===== src/rtl/lift_pkg.sv =====
// Shared defaults and FSM encoding for the 5/3 lifting row sequencer.
package lift_pkg;

   localparam int unsigned W_DEF     = 9;
   localparam int unsigned AW_DEF    = 7;
   localparam int unsigned NPAIR_DEF = 128;

   typedef enum logic [2:0] {
      IDLE,
      PA,
      PB,
      PC,
      UA,
      UB,
      UC,
      DONE
   } lift_state_e;

endpackage


===== src/rtl/lift_alu.sv =====
// Combinational 5/3 predict/update arithmetic: computes one new odd (predict) or even (update)
// sample from two neighbours and the centre sample.
module lift_alu
   import lift_pkg::*;
#(
   parameter int unsigned W = W_DEF
) (
   input  logic         upd,
   input  logic         fwd,
   input  logic [W-1:0] nb0,
   input  logic [W-1:0] nb1,
   input  logic [W-1:0] ctr,
   output logic [W-1:0] res
);

   localparam int unsigned SW = W + 2;

   logic signed [SW-1:0] nb0_x;
   logic signed [SW-1:0] nb1_x;
   logic signed [SW-1:0] ctr_x;
   logic signed [SW-1:0] rnd;
   logic signed [SW-1:0] sum;
   logic signed [SW-1:0] step;
   logic signed [SW-1:0] full;
   logic                 add;

   always_comb begin
      nb0_x = {{2{nb0[W-1]}}, nb0};
      nb1_x = {{2{nb1[W-1]}}, nb1};
      ctr_x = {{2{ctr[W-1]}}, ctr};
      rnd   = upd ? SW'(2) : '0;
      sum   = nb0_x + nb1_x + rnd;
      step  = upd ? (sum >>> 2) : (sum >>> 1);
      // Forward predict subtracts, forward update adds; inverse swaps both.
      add   = upd ? fwd : !fwd;
      full  = add ? (ctr_x + step) : (ctr_x - step);
      res   = full[W-1:0];
   end

endmodule


===== src/rtl/lift_seq.sv =====
// Row sequencer for an in-place 5/3 lifting transform over external even/odd sample banks
// with one-cycle synchronous read latency.
module lift_seq
   import lift_pkg::*;
#(
   parameter int unsigned W     = W_DEF,
   parameter int unsigned AW    = AW_DEF,
   parameter int unsigned NPAIR = NPAIR_DEF
) (
   input  logic          clk,
   input  logic          rst_n,
   input  logic          start,
   input  logic          fwd_inv,
   output logic [AW-1:0] pix_addr_even,
   output logic [AW-1:0] pix_addr_odd,
   output logic          pix_we_even,
   output logic          pix_we_odd,
   output logic [W-1:0]  pix_din_even,
   output logic [W-1:0]  pix_din_odd,
   input  logic [W-1:0]  pix_dout_even,
   input  logic [W-1:0]  pix_dout_odd,
   output logic          busy,
   output logic          done
);

   localparam logic [AW-1:0] Last = AW'(NPAIR - 1);

   lift_state_e   state_q, state_d;
   logic [AW-1:0] idx_q, idx_d;
   logic          fwd_q, fwd_d;
   logic          second_q, second_d;
   logic [W-1:0]  cap_a_q, cap_a_d;
   logic [W-1:0]  cap_b_q, cap_b_d;
   logic [W-1:0]  din_even_q;
   logic [W-1:0]  din_odd_q;

   logic          alu_upd;
   logic [W-1:0]  alu_nb1;
   logic [W-1:0]  alu_res;

   lift_alu #(
      .W (W)
   ) u_alu (
      .upd (alu_upd),
      .fwd (fwd_q),
      .nb0 (cap_a_q),
      .nb1 (alu_nb1),
      .ctr (cap_b_q),
      .res (alu_res)
   );

   always_comb begin
      state_d       = state_q;
      idx_d         = idx_q;
      fwd_d         = fwd_q;
      second_d      = second_q;
      cap_a_d       = cap_a_q;
      cap_b_d       = cap_b_q;
      pix_addr_even = '0;
      pix_addr_odd  = '0;
      pix_we_even   = 1'b0;
      pix_we_odd    = 1'b0;
      alu_upd       = 1'b0;
      alu_nb1       = pix_dout_even;

      unique case (state_q)
         IDLE: begin
            if (start) begin
               fwd_d    = fwd_inv;
               idx_d    = '0;
               second_d = 1'b0;
               state_d  = fwd_inv ? PA : UA;
            end
         end
         PA: begin
            pix_addr_even = idx_q;
            pix_addr_odd  = idx_q;
            state_d       = PB;
         end
         PB: begin
            cap_a_d       = pix_dout_even;
            cap_b_d       = pix_dout_odd;
            // Right edge mirrors onto the last even sample.
            pix_addr_even = (idx_q == Last) ? idx_q : idx_q + AW'(1);
            pix_addr_odd  = idx_q;
            state_d       = PC;
         end
         PC: begin
            pix_addr_even = idx_q;
            pix_addr_odd  = idx_q;
            pix_we_odd    = 1'b1;
            alu_nb1       = pix_dout_even;
            if (idx_q == Last) begin
               idx_d = '0;
               if (second_q) begin
                  state_d = DONE;
               end else begin
                  second_d = 1'b1;
                  state_d  = UA;
               end
            end else begin
               idx_d   = idx_q + AW'(1);
               state_d = PA;
            end
         end
         UA: begin
            // Left edge mirrors onto the first odd sample.
            pix_addr_odd  = (idx_q == '0) ? '0 : idx_q - AW'(1);
            pix_addr_even = idx_q;
            state_d       = UB;
         end
         UB: begin
            cap_a_d       = pix_dout_odd;
            cap_b_d       = pix_dout_even;
            pix_addr_even = idx_q;
            pix_addr_odd  = idx_q;
            state_d       = UC;
         end
         UC: begin
            pix_addr_even = idx_q;
            pix_addr_odd  = idx_q;
            pix_we_even   = 1'b1;
            alu_upd       = 1'b1;
            alu_nb1       = pix_dout_odd;
            if (idx_q == Last) begin
               idx_d = '0;
               if (second_q) begin
                  state_d = DONE;
               end else begin
                  second_d = 1'b1;
                  state_d  = PA;
               end
            end else begin
               idx_d   = idx_q + AW'(1);
               state_d = UA;
            end
         end
         DONE: begin
            state_d = IDLE;
         end
         default: begin
            state_d = IDLE;
         end
      endcase
   end

   // Write data is live in the C state and held afterwards.
   always_comb begin
      pix_din_odd  = (state_q == PC) ? alu_res : din_odd_q;
      pix_din_even = (state_q == UC) ? alu_res : din_even_q;
      busy         = (state_q != IDLE);
      done         = (state_q == DONE);
   end

   always_ff @(posedge clk or negedge rst_n) begin
      if (!rst_n) begin
         state_q    <= IDLE;
         idx_q      <= '0;
         fwd_q      <= 1'b1;
         second_q   <= 1'b0;
         cap_a_q    <= '0;
         cap_b_q    <= '0;
         din_even_q <= '0;
         din_odd_q  <= '0;
      end else begin
         state_q    <= state_d;
         idx_q      <= idx_d;
         fwd_q      <= fwd_d;
         second_q   <= second_d;
         cap_a_q    <= cap_a_d;
         cap_b_q    <= cap_b_d;
         din_even_q <= pix_din_even;
         din_odd_q  <= pix_din_odd;
      end
   end

endmodule


===== config.mk =====
export PLATFORM = sky130hd
export DESIGN_NAME = lift_seq
export DESIGN_NICKNAME = d
export VERILOG_FILES = /design/src/rtl/lift_pkg.sv /design/src/rtl/lift_alu.sv /design/src/rtl/lift_seq.sv
export SDC_FILE = /design/constraint.sdc
export NUM_CORES = 1
export LEC_CHECK = 0
export ABC_AREA = 0
export CAP_MARGIN = 20
export CORE_UTILIZATION = 49
export CTS_CLUSTER_DIAMETER = 100
export DETAILED_ROUTE_END_ITERATION = 8
export PLACE_DENSITY = 0.83
export SYNTH_ARGS = -nofsm -noshare
export SYNTH_HDL_FRONTEND = slang
export SYNTH_SLANG_ARGS = --single-unit

===== constraint.sdc =====
create_clock -name clk -period 6.7 [get_ports clk]
set_clock_uncertainty 0.1 [all_clocks]
set_input_delay 1.34 -clock clk [delete_from_list [all_inputs] [get_ports clk]]
set_output_delay 1.34 -clock clk [all_outputs]
set_load 0.01 [all_outputs]

After elaboration in Yosys (flattened, before gate mapping)
Index checks and enable logic that the tools add are counted.
{"block": "word_totals", "ff_bits": 48, "in_bits": 22, "out_inout_bits": 36, "wordCells": 64}
{"block": "op_classes", "addsub": 6, "n_eq_ne": 10, "muxes": 28, "n_reduce_logical": 12}
{"operator": "9-bit two-way mux", "count": 5}
{"operator": "7-bit case mux with 2 select lines", "count": 3}
{"operator": "9-bit case mux with 2 select lines", "count": 2}
{"operator": "7-bit two-way mux", "count": 4}
{"operator": "3-bit case mux with 8 select lines", "count": 1}
{"operator": "3-bit two-way mux", "count": 5}
{"operator": "3-bit equality test, second input constant", "count": 4}
{"operator": "10-bit by 3-bit adder with 11-bit output", "count": 1}
{"operator": "9-bit by 9-bit adder with 10-bit output", "count": 1}
{"operator": "5-bit OR reduction", "count": 2}
{"operator": "9-bit adder", "count": 1}
{"operator": "9-bit subtractor", "count": 1}
{"operator": "7-bit by 1-bit adder with 7-bit output, second input constant", "count": 1}
{"operator": "7-bit equality test, second input constant", "count": 1}
{"operator": "7-bit logical NOT", "count": 1}
{"operator": "7-bit by 1-bit subtractor with 7-bit output, second input constant", "count": 1}
{"operator": "3-bit by 2-bit equality test with 1-bit output, second input constant", "count": 2}
{"operator": "1-bit two-way mux", "count": 5}
{"operator": "2-bit two-way mux", "count": 2}
{"operator": "2-bit AND reduction", "count": 2}
{"operator": "2-bit nonzero test", "count": 2}
{"operator": "3-bit by 1-bit equality test with 1-bit output, second input constant", "count": 1}
{"operator": "3-bit logical NOT", "count": 1}
{"operator": "3-bit AND reduction", "count": 1}
{"operator": "other kinds (6)", "count": 6}

Depth between registers and ports, before layout
Gate-level depths: netlist of run 1.
{"block": "depth", "ltp_word": 8, "depth_mapped": 27, "mapped_depth_nobuf": 25}

Cells and area by module
From an unflattened synthesis of run 1, not the netlist that was laid out.
{"block": "unflattened", "hier_cells": 472, "area_unflattened_um2": 4152.7}
{"module": "lift_seq", "instances": 1, "cells_each": 304, "area_each_um2": 2857.7}
{"module": "lift_alu", "instances": 1, "cells_each": 168, "area_each_um2": 1295.0}

Least setup slack after synthesis of run 1
No wires, ideal clock.
{"block": "synth_timing", "kind": "register to output", "from": "reg state_q[2]", "to": "out pix_din_even[8]", "arrival_ns": 5.199, "t_required_ns": 5.260, "path_slack_ns": 0.061, "stages_incl_launch_ff": 25, "n_path_buf": 3, "cell_sequence": "dfrtp_1 -> clkbuf_1 -> nand3b_2 -> clkbuf_1 -> buf_1 -> xnor2_1 -> ha_1 -> ha_1 -> fa_1 -> a211o_1 -> o21ai_2 -> xor2_4 -> o2111a_4 -> a211oi_1 -> a21oi_1 -> o32a_1 -> o21ai_0 -> ha_1 -> or2_2 -> a21oi_1 -> a21oi_1 -> xor2_1 -> nor3_1 -> nor3_1 -> o31ai_2"}
{"block": "synth_between", "elab_chain_cells": 8, "elab_cells_between_ends": 12}
{"element": "from (decl)", "line": "lift_seq.sv:28", "rtl": "lift_state_e state_q, state_d;"}
{"element": "from (signal assigned)", "line": "lift_seq.sv:166", "rtl": "state_q <= state_d;"}
{"element": "3-bit equality test (*)", "line": "lift_seq.sv:66, lift_seq.sv:150"}
{"element": "9-bit two-way mux or 1-bit two-way mux (tied branches)", "line": "lift_seq.sv:66", "rtl": "unique case (state_q)"}
{"element": "9-bit by 9-bit adder with 10-bit output or 2-bit two-way mux (tied branches)", "line": "lift_alu.sv:32, lift_alu.sv:31"}
{"element": "10-bit by 3-bit adder with 11-bit output", "line": "lift_alu.sv:32", "rtl": "sum = nb0_x + nb1_x + rnd;"}
{"element": "9-bit two-way mux", "line": "lift_alu.sv:33", "rtl": "step = upd ? (sum >>> 2) : (sum >>> 1);"}
{"element": "9-bit subtractor or 9-bit adder (tied branches)", "line": "lift_alu.sv:36", "rtl": "full = add ? (ctr_x + step) : (ctr_x - step);"}
{"element": "9-bit two-way mux", "line": "lift_alu.sv:36"}
{"element": "9-bit two-way mux (*)", "line": "lift_seq.sv:150", "rtl": "pix_din_even = (state_q == UC) ? alu_res : din_even_q;"}
{"element": "to (decl)", "line": "lift_seq.sv:18", "rtl": "output logic [W-1:0] pix_din_even,"}
Mark *: on every way between the ends. The rest lies on a longest branch, timed or not.

Worst setup path after layout of run 1
{"block": "layout_timing", "from": "in pix_dout_odd[0]", "to": "out pix_din_even[8]"}
{"block": "layout_between", "elab_chain_cells": 7, "elab_cells_between_ends": 8}
{"element": "from (decl)", "line": "lift_seq.sv:21", "rtl": "input logic [W-1:0] pix_dout_odd,"}
{"element": "9-bit two-way mux (*)", "line": "lift_seq.sv:66"}
{"element": "9-bit by 9-bit adder with 10-bit output (*)", "line": "lift_alu.sv:32"}
{"element": "10-bit by 3-bit adder with 11-bit output (*)", "line": "lift_alu.sv:32"}
{"element": "9-bit two-way mux (*)", "line": "lift_alu.sv:33"}
{"element": "9-bit subtractor or 9-bit adder (tied branches)", "line": "lift_alu.sv:36"}
{"element": "9-bit two-way mux (*)", "line": "lift_alu.sv:36"}
{"element": "9-bit two-way mux (*)", "line": "lift_seq.sv:150"}
Marked as above.

==> results of run 1 <==
[metal layers]
metal | vias up | global-route usage [%]
li1 | 2007 | -
met1 | 2063 | 35.89
met2 | 197 | 48.47
met3 | 62 | 5.337
met4 | 0 | 12.69
met5 | - | 0
[path summary, 6_finish.rpt]
| check | startpoint | endpoint | slack, ps | depth (start not counted) |
|---|---|---|---|---|
| worst max-delay path | pix_dout_odd[0] | pix_din_even[8] | -400 | 23 |
| worst min register to register | din_even_q[0] | din_even_q[0] | 380 | 2 |
| max in group asynchronous | rst_n | fwd_q | 4970 | 2 |
| worst min-delay path | din_even_q[0] | din_even_q[0] | 380 | 2 |
| min in group asynchronous | rst_n | state_q[0] | 930 | 1 |
| worst max register to register | state_q[0] | din_even_q[8] | 1430 | 23 |
[critical path: stages]
cell             delay (ps)
clkdlybuf4s15_1         230
nand2_1                 100
a21boi_1                100
ha_4                    180
fa_2                    390
a211o_1                 310
buf_6                   130
o21ai_4                  70
xor2_4                  100
o2111a_4                320
a31oi_1                 260
xnor2_1                 210
o21ai_2                 130
ha_1                    230
or2_4                   260
a21oi_2                 180
a21oi_2                  60
xor2_1                  160
buf_4                   150
o21a_1                  130
o21a_1                  200
o31ai_2                 240
buf_2                   180
[cell usage in the layout, fill, tap and decap left out, types with 4 or more instances in the layout]
cell,instances
a211oi_1,5
nor3_1,9
xor2_1,5
buf_4,73
xnor2_1,8
inv_1,17
dfrtp_1,47
buf_2,6
and3_1,7
mux2i_1,19
o21ai_0,54
dlymetal6s2s_1,5
a21o_1,6
dlygate4sd2_1,5
nand2b_1,5
nand3_1,11
o21ai_1,9
clkdlybuf4s50_1,36
ha_1,21
clkbuf_8,5
nor2_2,4
nand2_1,102
nor2_1,23
o21a_1,4
a21oi_2,11
a221oi_1,5
ha_4,10
buf_6,5
a21oi_1,16
nand2_2,6
[state kept, by name, summed over array words and instances, names as in the netlist]
register,flops
din_odd_q,9
second_q,1
din_even_q,9
state_q,3
idx_q,7
cap_b_q,9
cap_a_q,9
fwd_q,1
[final cells by class]
| type | instances | area, sq um |
|---|---|---|
| Clock buffer | 5 | 68.82 |
| Clock inverter | 3 | 42.54 |
| Fill cell | 538 | 2116 |
| Inverter | 18 | 67.56 |
| Multi-Input combinational cell | 411 | 3013 |
| Sequential cell | 48 | 1202 |
| Tap cell | 102 | 127.6 |
| Timing Repair Buffer | 137 | 1210 |
[logic make-up after synthesis]
group	after synthesis	share of synthesized area, %
xor+xnor	21	5.545
simple gates	191	21.00
buf+inv	47	4.368
mux	22	5.514
compound gates	144	23.20
flops	48	29.77
fa+ha+maj	33	10.59
[repair_timing]
item | CTS | global route
setup endpoints to repair | 14 | 12
resized for setup | 81 | 40
buffers inserted | 8 | 5
pin swaps | 30 | 19
[stage by stage]
step	worst slack [ps]	util (%)	TNS [ps]
finish	-405.0	73.04	-647.6
global route	-484.4	73.04	-1218
CTS	-237.1	70.09	-368.1
detailed placement	-1184	65.55	-8188
global placement	-964.6	65.55	-6162
floorplan	60.88	-	0
==> report_table.html, run 1 <==
<table>
<tr><th>Metric</th><th>Value</th></tr>
<tr><th colspan="2">Layout</th></tr>
<tr><td>Number of nets in the layout</td><td>676</td></tr>
<tr><td>Non-filler instance count after layout</td><td>724</td></tr>
<tr><td>Proportion of layout cells with a drive suffix above 1</td><td>27.33%</td></tr>
<tr><td>Layout overhead on the synthesized area</td><td>41.91%</td></tr>
<tr><td>Final instance area</td><td>5732 sq um</td></tr>
<tr><td>Diode count</td><td>0</td></tr>
<tr><th colspan="2">Yosys</th></tr>
<tr><td>Sequential fraction of the synthesis area</td><td>29.77%</td></tr>
<tr><td>Net Count, Synth</td><td>561</td></tr>
<tr><td>Mean cell area of the mapped netlist</td><td>7.982 sq um</td></tr>
<tr><td>Fraction of post-synthesis cell area in the top cell type by area</td><td>29.12%</td></tr>
<tr><td>Async set or reset register ratio after synthesis</td><td>100.0%</td></tr>
<tr><td>Flops &amp; latches, synth</td><td>48</td></tr>
<tr><td>Dominant cell type by area after synthesis</td><td>dfrtp_1</td></tr>
<tr><td>Distinct cell type count of the synthesized netlist</td><td>64</td></tr>
<tr><td>Area of the mapped netlist</td><td>4039 sq um</td></tr>
<tr><td>Most frequent cell after synthesis</td><td>nand2_1</td></tr>
<tr><td>Cell types with the largest area share after synthesis</td><td>dfrtp_1 (29%), nand2_1 (10%), ha_1 (9.6%)</td></tr>
<tr><td>Number of flops mapped to enable cells by yosys</td><td>0</td></tr>
<tr><td>Prevailing post-synth register cell</td><td>dfrtp_1</td></tr>
<tr><td>Cell types with the highest counts after synthesis</td><td>nand2_1 (111), o21ai_0 (63), dfrtp_1 (47)</td></tr>
<tr><td>Yosys warnings</td><td>0</td></tr>
<tr><td>Gate count of the mapped netlist</td><td>506</td></tr>
<tr><th colspan="2">Detailed routing</th></tr>
<tr><td>Highest layer used for signal routing</td><td>met4</td></tr>
<tr><td>Average routed wire per standard cell</td><td>17.45 microns</td></tr>
<tr><td>Detailed-route wire length on metal 1</td><td>5.285 mm</td></tr>
<tr><td>Metal2 WL</td><td>5.944 mm</td></tr>
<tr><td>Number of DRC violations after detailed-routing iteration 0</td><td>336</td></tr>
<tr><td>Routed wire length on met3</td><td>845 microns</td></tr>
<tr><td>Number of antenna-violating nets in the routed design</td><td>0</td></tr>
<tr><td>Final WL</td><td>12.64 mm</td></tr>
<tr><td>DRC errors left</td><td>0</td></tr>
<tr><td>Vias per std cell</td><td>5.979</td></tr>
<tr><td>Vias after detailed routing</td><td>4,329</td></tr>
<tr><td>Length of the first detailed-routing pass in iterations</td><td>5</td></tr>
<tr><th colspan="2">Clock network</th></tr>
<tr><td>TritonCTS sink count</td><td>48</td></tr>
<tr><td>Number of buffers created by CTS</td><td>5</td></tr>
<tr><td>CTS Root Cell</td><td>clkbuf_8</td></tr>
<tr><td>Latest clock arrival within the worst-skew pair</td><td>310 ps</td></tr>
<tr><td>Clock edge transition at the registers on the reported setup and hold paths</td><td>90 ps</td></tr>
<tr><td>TritonCTS clock tree</td><td>yes</td></tr>
<tr><td>Number of levels the H-tree was split into</td><td>2</td></tr>
<tr><td>CTS hold repair buffers</td><td>0</td></tr>
<tr><td>Buffers from clock root to sink, at most</td><td>2</td></tr>
<tr><th colspan="2">Critical path</th></tr>
<tr><td>Startpoint type of the worst setup path</td><td>input pin</td></tr>
<tr><td>Top fanout value on the critical path</td><td>4</td></tr>
<tr><td>Signal arrival time at the worst endpoint</td><td>5660 ps</td></tr>
<tr><td>CP Capture Type</td><td>output port</td></tr>
<tr><td>Required time of the critical path</td><td>5260 ps</td></tr>
<tr><td>Type of the worst setup path</td><td>in2out</td></tr>
<tr><th colspan="2">Global routing</th></tr>
<tr><td>First-pass GRT wire length</td><td>19.67 mm</td></tr>
<tr><td>Total global routing overflow</td><td>0</td></tr>
<tr><td>Via count of the first global-routing pass</td><td>4,142</td></tr>
<tr><td>Largest net degree at the start of global routing</td><td>49</td></tr>
<tr><td>Total track usage</td><td>28.84%</td></tr>
<tr><td>Initial antenna violation count</td><td>0</td></tr>
<tr><th colspan="2">STA</th></tr>
<tr><td>Relative max-transition margin</td><td>52.69%</td></tr>
<tr><td>RSZ-0062 raised after global routing</td><td>true</td></tr>
<tr><td>Count of endpoints failing setup in the final report</td><td>2</td></tr>
<tr><td>Hold Vio Cnt, Final</td><td>0</td></tr>
<tr><td>Share of the cycle needed by the critical path after routing</td><td>106.0%</td></tr>
<tr><td>Transition time of the tightest slew-check pin</td><td>707.6 ps</td></tr>
<tr><td>Fin Hold WS</td><td>379.4 ps</td></tr>
<tr><td>Max Fclk</td><td>0.1407 GHz</td></tr>
<tr><td>Post-layout minimum cycle time</td><td>7105 ps</td></tr>
<tr><td>Max Slew Vio Count</td><td>0</td></tr>
<tr><td>Worst setup slack after layout</td><td>-405.0 ps</td></tr>
<tr><th colspan="2">Placement</th></tr>
<tr><td>Dpl cells</td><td>701</td></tr>
<tr><td>Routability cong.</td><td>0.9171</td></tr>
<tr><td>Placement Cell Area</td><td>5144 sq um</td></tr>
<tr><td>Total half-perimeter wirelength after legalization and detailed placement</td><td>8.009 mm</td></tr>
<tr><td># port buffers</td><td>57</td></tr>
<tr><th colspan="2">Die</th></tr>
<tr><td>Effective utilization at floorplan</td><td>51.47%</td></tr>
<tr><td>Die outline height</td><td>92.79 microns</td></tr>
<tr><td>Width of the chip</td><td>92.79 microns</td></tr>
<tr><td>Floorplan die area</td><td>8610 sq um</td></tr>
<tr><td>I/O pins</td><td>58</td></tr>
<tr><td>Core ar.</td><td>7848 sq um</td></tr>
<tr><td>Rows</td><td>32</td></tr>
<tr><th colspan="2">Worst hold path</th></tr>
<tr><td>Class of the most critical hold timing path</td><td>reg2reg</td></tr>
<tr><th colspan="2">Job</th></tr>
<tr><td>Max capacitance violation total</td><td>0</td></tr>
<tr><th colspan="2">Run status</th></tr>
<tr><td>Violated checks</td><td>setup timing</td></tr>
<tr><td>Result of the run</td><td>complete, but fails checks</td></tr>
</table>
Power of run 1 is left out: the tool's default activity adds up to more than one toggle a clock period on the data nets, which glitch-free logic cannot reach.
==> run 2: changes to the inputs <==
Settings changed: CELL_PAD_IN_SITES_DETAIL_PLACEMENT from default to 0, CELL_PAD_IN_SITES_GLOBAL_PLACEMENT from default to 1, CORE_UTILIZATION 49 to 37, PLACE_DENSITY 0.83 to 0.84.
==> run 2 against run 1 <==
  * The flow still finishes with violations (setup timing)
  * Cell area shrank 0.22%
  * Flip-flop and latch count did not move
  * Via count decreased by 4.6%
  * Highest routed layer unchanged
  * Hold slack improved by 1.2 ps
  * Die area grew 32%
  * First-iteration DRC count down 24%
  * Final cell count up 5.4%
==> report_table.html, run 2 (synthesis gave the netlist of run 1 again) <==
<table>
<tr><th>Metric</th><th>Value</th></tr>
<tr><th colspan="2">Run status</th></tr>
<tr><td>Result of the run</td><td>complete, but fails checks</td></tr>
<tr><td>Violated checks</td><td>setup timing</td></tr>
<tr><th colspan="2">STA</th></tr>
<tr><td>Count of endpoints failing setup in the final report</td><td>2</td></tr>
<tr><td>Max Slew Vio Count</td><td>0</td></tr>
<tr><td>Hold Vio Cnt, Final</td><td>0</td></tr>
<tr><td>Relative max-transition margin</td><td>56.66%</td></tr>
<tr><td>Post-layout minimum cycle time</td><td>6873 ps</td></tr>
<tr><td>Fin Hold WS</td><td>380.6 ps</td></tr>
<tr><td>Transition time of the tightest slew-check pin</td><td>648.4 ps</td></tr>
<tr><td>RSZ-0062 raised after global routing</td><td>true</td></tr>
<tr><td>Max Fclk</td><td>0.1455 GHz</td></tr>
<tr><td>Worst setup slack after layout</td><td>-172.9 ps</td></tr>
<tr><td>Share of the cycle needed by the critical path after routing</td><td>102.6%</td></tr>
<tr><th colspan="2">Critical path</th></tr>
<tr><td>Launching element of the worst setup path</td><td>pix_dout_odd[1]</td></tr>
<tr><td>CP Capture Type</td><td>output port</td></tr>
<tr><td>Worst reg2reg startpoint</td><td>state_q[0]</td></tr>
<tr><td>Startpoint type of the worst setup path</td><td>input pin</td></tr>
<tr><td>Signal arrival time at the worst endpoint</td><td>5430 ps</td></tr>
<tr><td>CP dominant cell by count</td><td>a21oi_2</td></tr>
<tr><td>Top fanout value on the critical path</td><td>3</td></tr>
<tr><td>Required time of the critical path</td><td>5260 ps</td></tr>
<tr><td>Worst reg2reg setup slack</td><td>1640 ps</td></tr>
<tr><td>Type of the worst setup path</td><td>in2out</td></tr>
<tr><td>Worst reg-to-reg path cell count</td><td>23</td></tr>
<tr><td>Capturing point of the worst reg2reg path</td><td>din_odd_q[8]</td></tr>
<tr><td>Delay contributed by the slowest stage of the critical path</td><td>370 ps</td></tr>
<tr><td>Termination of the worst setup path</td><td>pix_din_even[8]</td></tr>
<tr><td>Standard cell with the maximum stage delay on the critical path</td><td>fa_2</td></tr>
<tr><th colspan="2">Clock network</th></tr>
<tr><td>Buffers from clock root to sink, at most</td><td>2</td></tr>
<tr><td>Number of levels the H-tree was split into</td><td>2</td></tr>
<tr><td>Latest clock arrival within the worst-skew pair</td><td>310 ps</td></tr>
<tr><td>CTS Root Cell</td><td>clkbuf_8</td></tr>
<tr><td>CTS hold repair buffers</td><td>0</td></tr>
<tr><td>TritonCTS clock tree</td><td>yes</td></tr>
<tr><td>TritonCTS sink count</td><td>48</td></tr>
<tr><td>Clock edge transition at the registers on the reported setup and hold paths</td><td>80 ps</td></tr>
<tr><td>Number of buffers created by CTS</td><td>5</td></tr>
<tr><th colspan="2">Die</th></tr>
<tr><td>Width of the chip</td><td>106.5 microns</td></tr>
<tr><td>Rows</td><td>37</td></tr>
<tr><td>Floorplan die area</td><td>11,340 sq um</td></tr>
<tr><td>Effective utilization at floorplan</td><td>38.60%</td></tr>
<tr><td>Core ar.</td><td>10,460 sq um</td></tr>
<tr><td>Die outline height</td><td>106.5 microns</td></tr>
<tr><td>I/O pins</td><td>58</td></tr>
<tr><th colspan="2">Global routing</th></tr>
<tr><td>Total track usage</td><td>20.20%</td></tr>
<tr><td>Initial antenna violation count</td><td>0</td></tr>
<tr><td>Total global routing overflow</td><td>0</td></tr>
<tr><td>Via count of the first global-routing pass</td><td>3,901</td></tr>
<tr><td>First-pass GRT wire length</td><td>18.50 mm</td></tr>
<tr><td>Largest net degree at the start of global routing</td><td>49</td></tr>
<tr><th colspan="2">Job</th></tr>
<tr><td>Max capacitance violation total</td><td>0</td></tr>
<tr><th colspan="2">Detailed routing</th></tr>
<tr><td>Number of antenna-violating nets in the routed design</td><td>0</td></tr>
<tr><td>Vias per std cell</td><td>5.412</td></tr>
<tr><td>Number of DRC violations after detailed-routing iteration 0</td><td>257</td></tr>
<tr><td>Average routed wire per standard cell</td><td>15.04 microns</td></tr>
<tr><td>Length of the first detailed-routing pass in iterations</td><td>4</td></tr>
<tr><td>Final WL</td><td>11.48 mm</td></tr>
<tr><td>Metal2 WL</td><td>5.296 mm</td></tr>
<tr><td>Highest layer used for signal routing</td><td>met4</td></tr>
<tr><td>DRC errors left</td><td>0</td></tr>
<tr><td>Detailed-route wire length on metal 1</td><td>5.500 mm</td></tr>
<tr><td>Vias after detailed routing</td><td>4,129</td></tr>
<tr><td>Routed wire length on met3</td><td>476 microns</td></tr>
<tr><th colspan="2">Layout</th></tr>
<tr><td>Fill count</td><td>986</td></tr>
<tr><td>Most frequent cells in the layout</td><td>nand2_1 (104), buf_4 (80), o21ai_0 (56)</td></tr>
<tr><td>Most common library cell in the layout ignoring fill and taps</td><td>nand2_1</td></tr>
<tr><td>Layout overhead on the synthesized area</td><td>41.60%</td></tr>
<tr><td>Diode count</td><td>0</td></tr>
<tr><td>Proportion of layout cells with a drive suffix above 1</td><td>26.48%</td></tr>
<tr><td>Number of nets in the layout</td><td>681</td></tr>
<tr><th colspan="2">Worst hold path</th></tr>
<tr><td>Class of the most critical hold timing path</td><td>reg2reg</td></tr>
<tr><th colspan="2">Placement</th></tr>
<tr><td>Routability cong.</td><td>0.8339</td></tr>
<tr><td># port buffers</td><td>57</td></tr>
<tr><td>Total half-perimeter wirelength after legalization and detailed placement</td><td>8.218 mm</td></tr>
</table>
[run 2: worst max-delay path: cells and delay by family]
kind	cells	cell delay, ps
XOR/XNOR	3	500
adder cells (fa/ha/maj)	4	1040
buffers and inverters	4	570
AND/OR/NAND/NOR	3	200
AO/OA/AOI/OAI	11	1760
[run 2: what timing repair did]
action | CTS | global route
endpoints found under the setup margin | 14 | 12
setup buffers | 9 | 7
gates cloned | 0 | 0
resized for setup | 83 | 22
pin swaps | 40 | 16
[run 2: per-stage QoR]
stage | cell area (sq um) | utilization (%) | std cells | TNS (ps) | setup slack, ps
2_1_floorplan | 4039 | - | 506 | 0 | 60.88
3_3_place_gp | 5216 | 49.86 | 739 | -6633 | -1001
3_5_place_dp | 5216 | 49.86 | 739 | -8077 | -1129
4_1_cts | 5580 | 53.34 | 755 | -222.9 | -190.0
5_1_grt | 5719 | 54.66 | 763 | -1168 | -387.3
6_report | 5719 | 54.66 | 763 | -286.8 | -172.9
[run 2: per-layer routing]
metal / track usage [%] / up-vias
li1: - / 2020
met3: 2.759 / 13
met4: 5.969 / 0
met2: 32.61 / 106
met1: 28.02 / 1990
met5: 0 / -
[run 2: cell type report]
type | instances | area (sq um) | area share, %
inverter | 18 | 67.56 | 1.181
clock inverter | 1 | 5.005 | 0.08751
tap | 136 | 170.2 | 2.975
clock buffer | 7 | 76.32 | 1.334
timing repair buffer | 142 | 1234 | 21.57
sequential | 48 | 1202 | 21.02
multi-input combinational | 411 | 2964 | 51.83
[run 2: how the worst min path moves through the flow]
stage	from	end	slack (ps)	cells past startpoint
after CTS	din_odd_q[0]	din_odd_q[0]	390	2
after global placement	din_odd_q[1]	din_odd_q[1]	360	2
after floorplan	din_even_q[8]	din_even_q[8]	380	2
after global routing	din_even_q[8]	din_even_q[8]	410	2
final	din_even_q[8]	din_even_q[8]	380	2
after detailed placement	din_odd_q[0]	din_odd_q[0]	360	2
Power of run 2 is left out for the same reason.
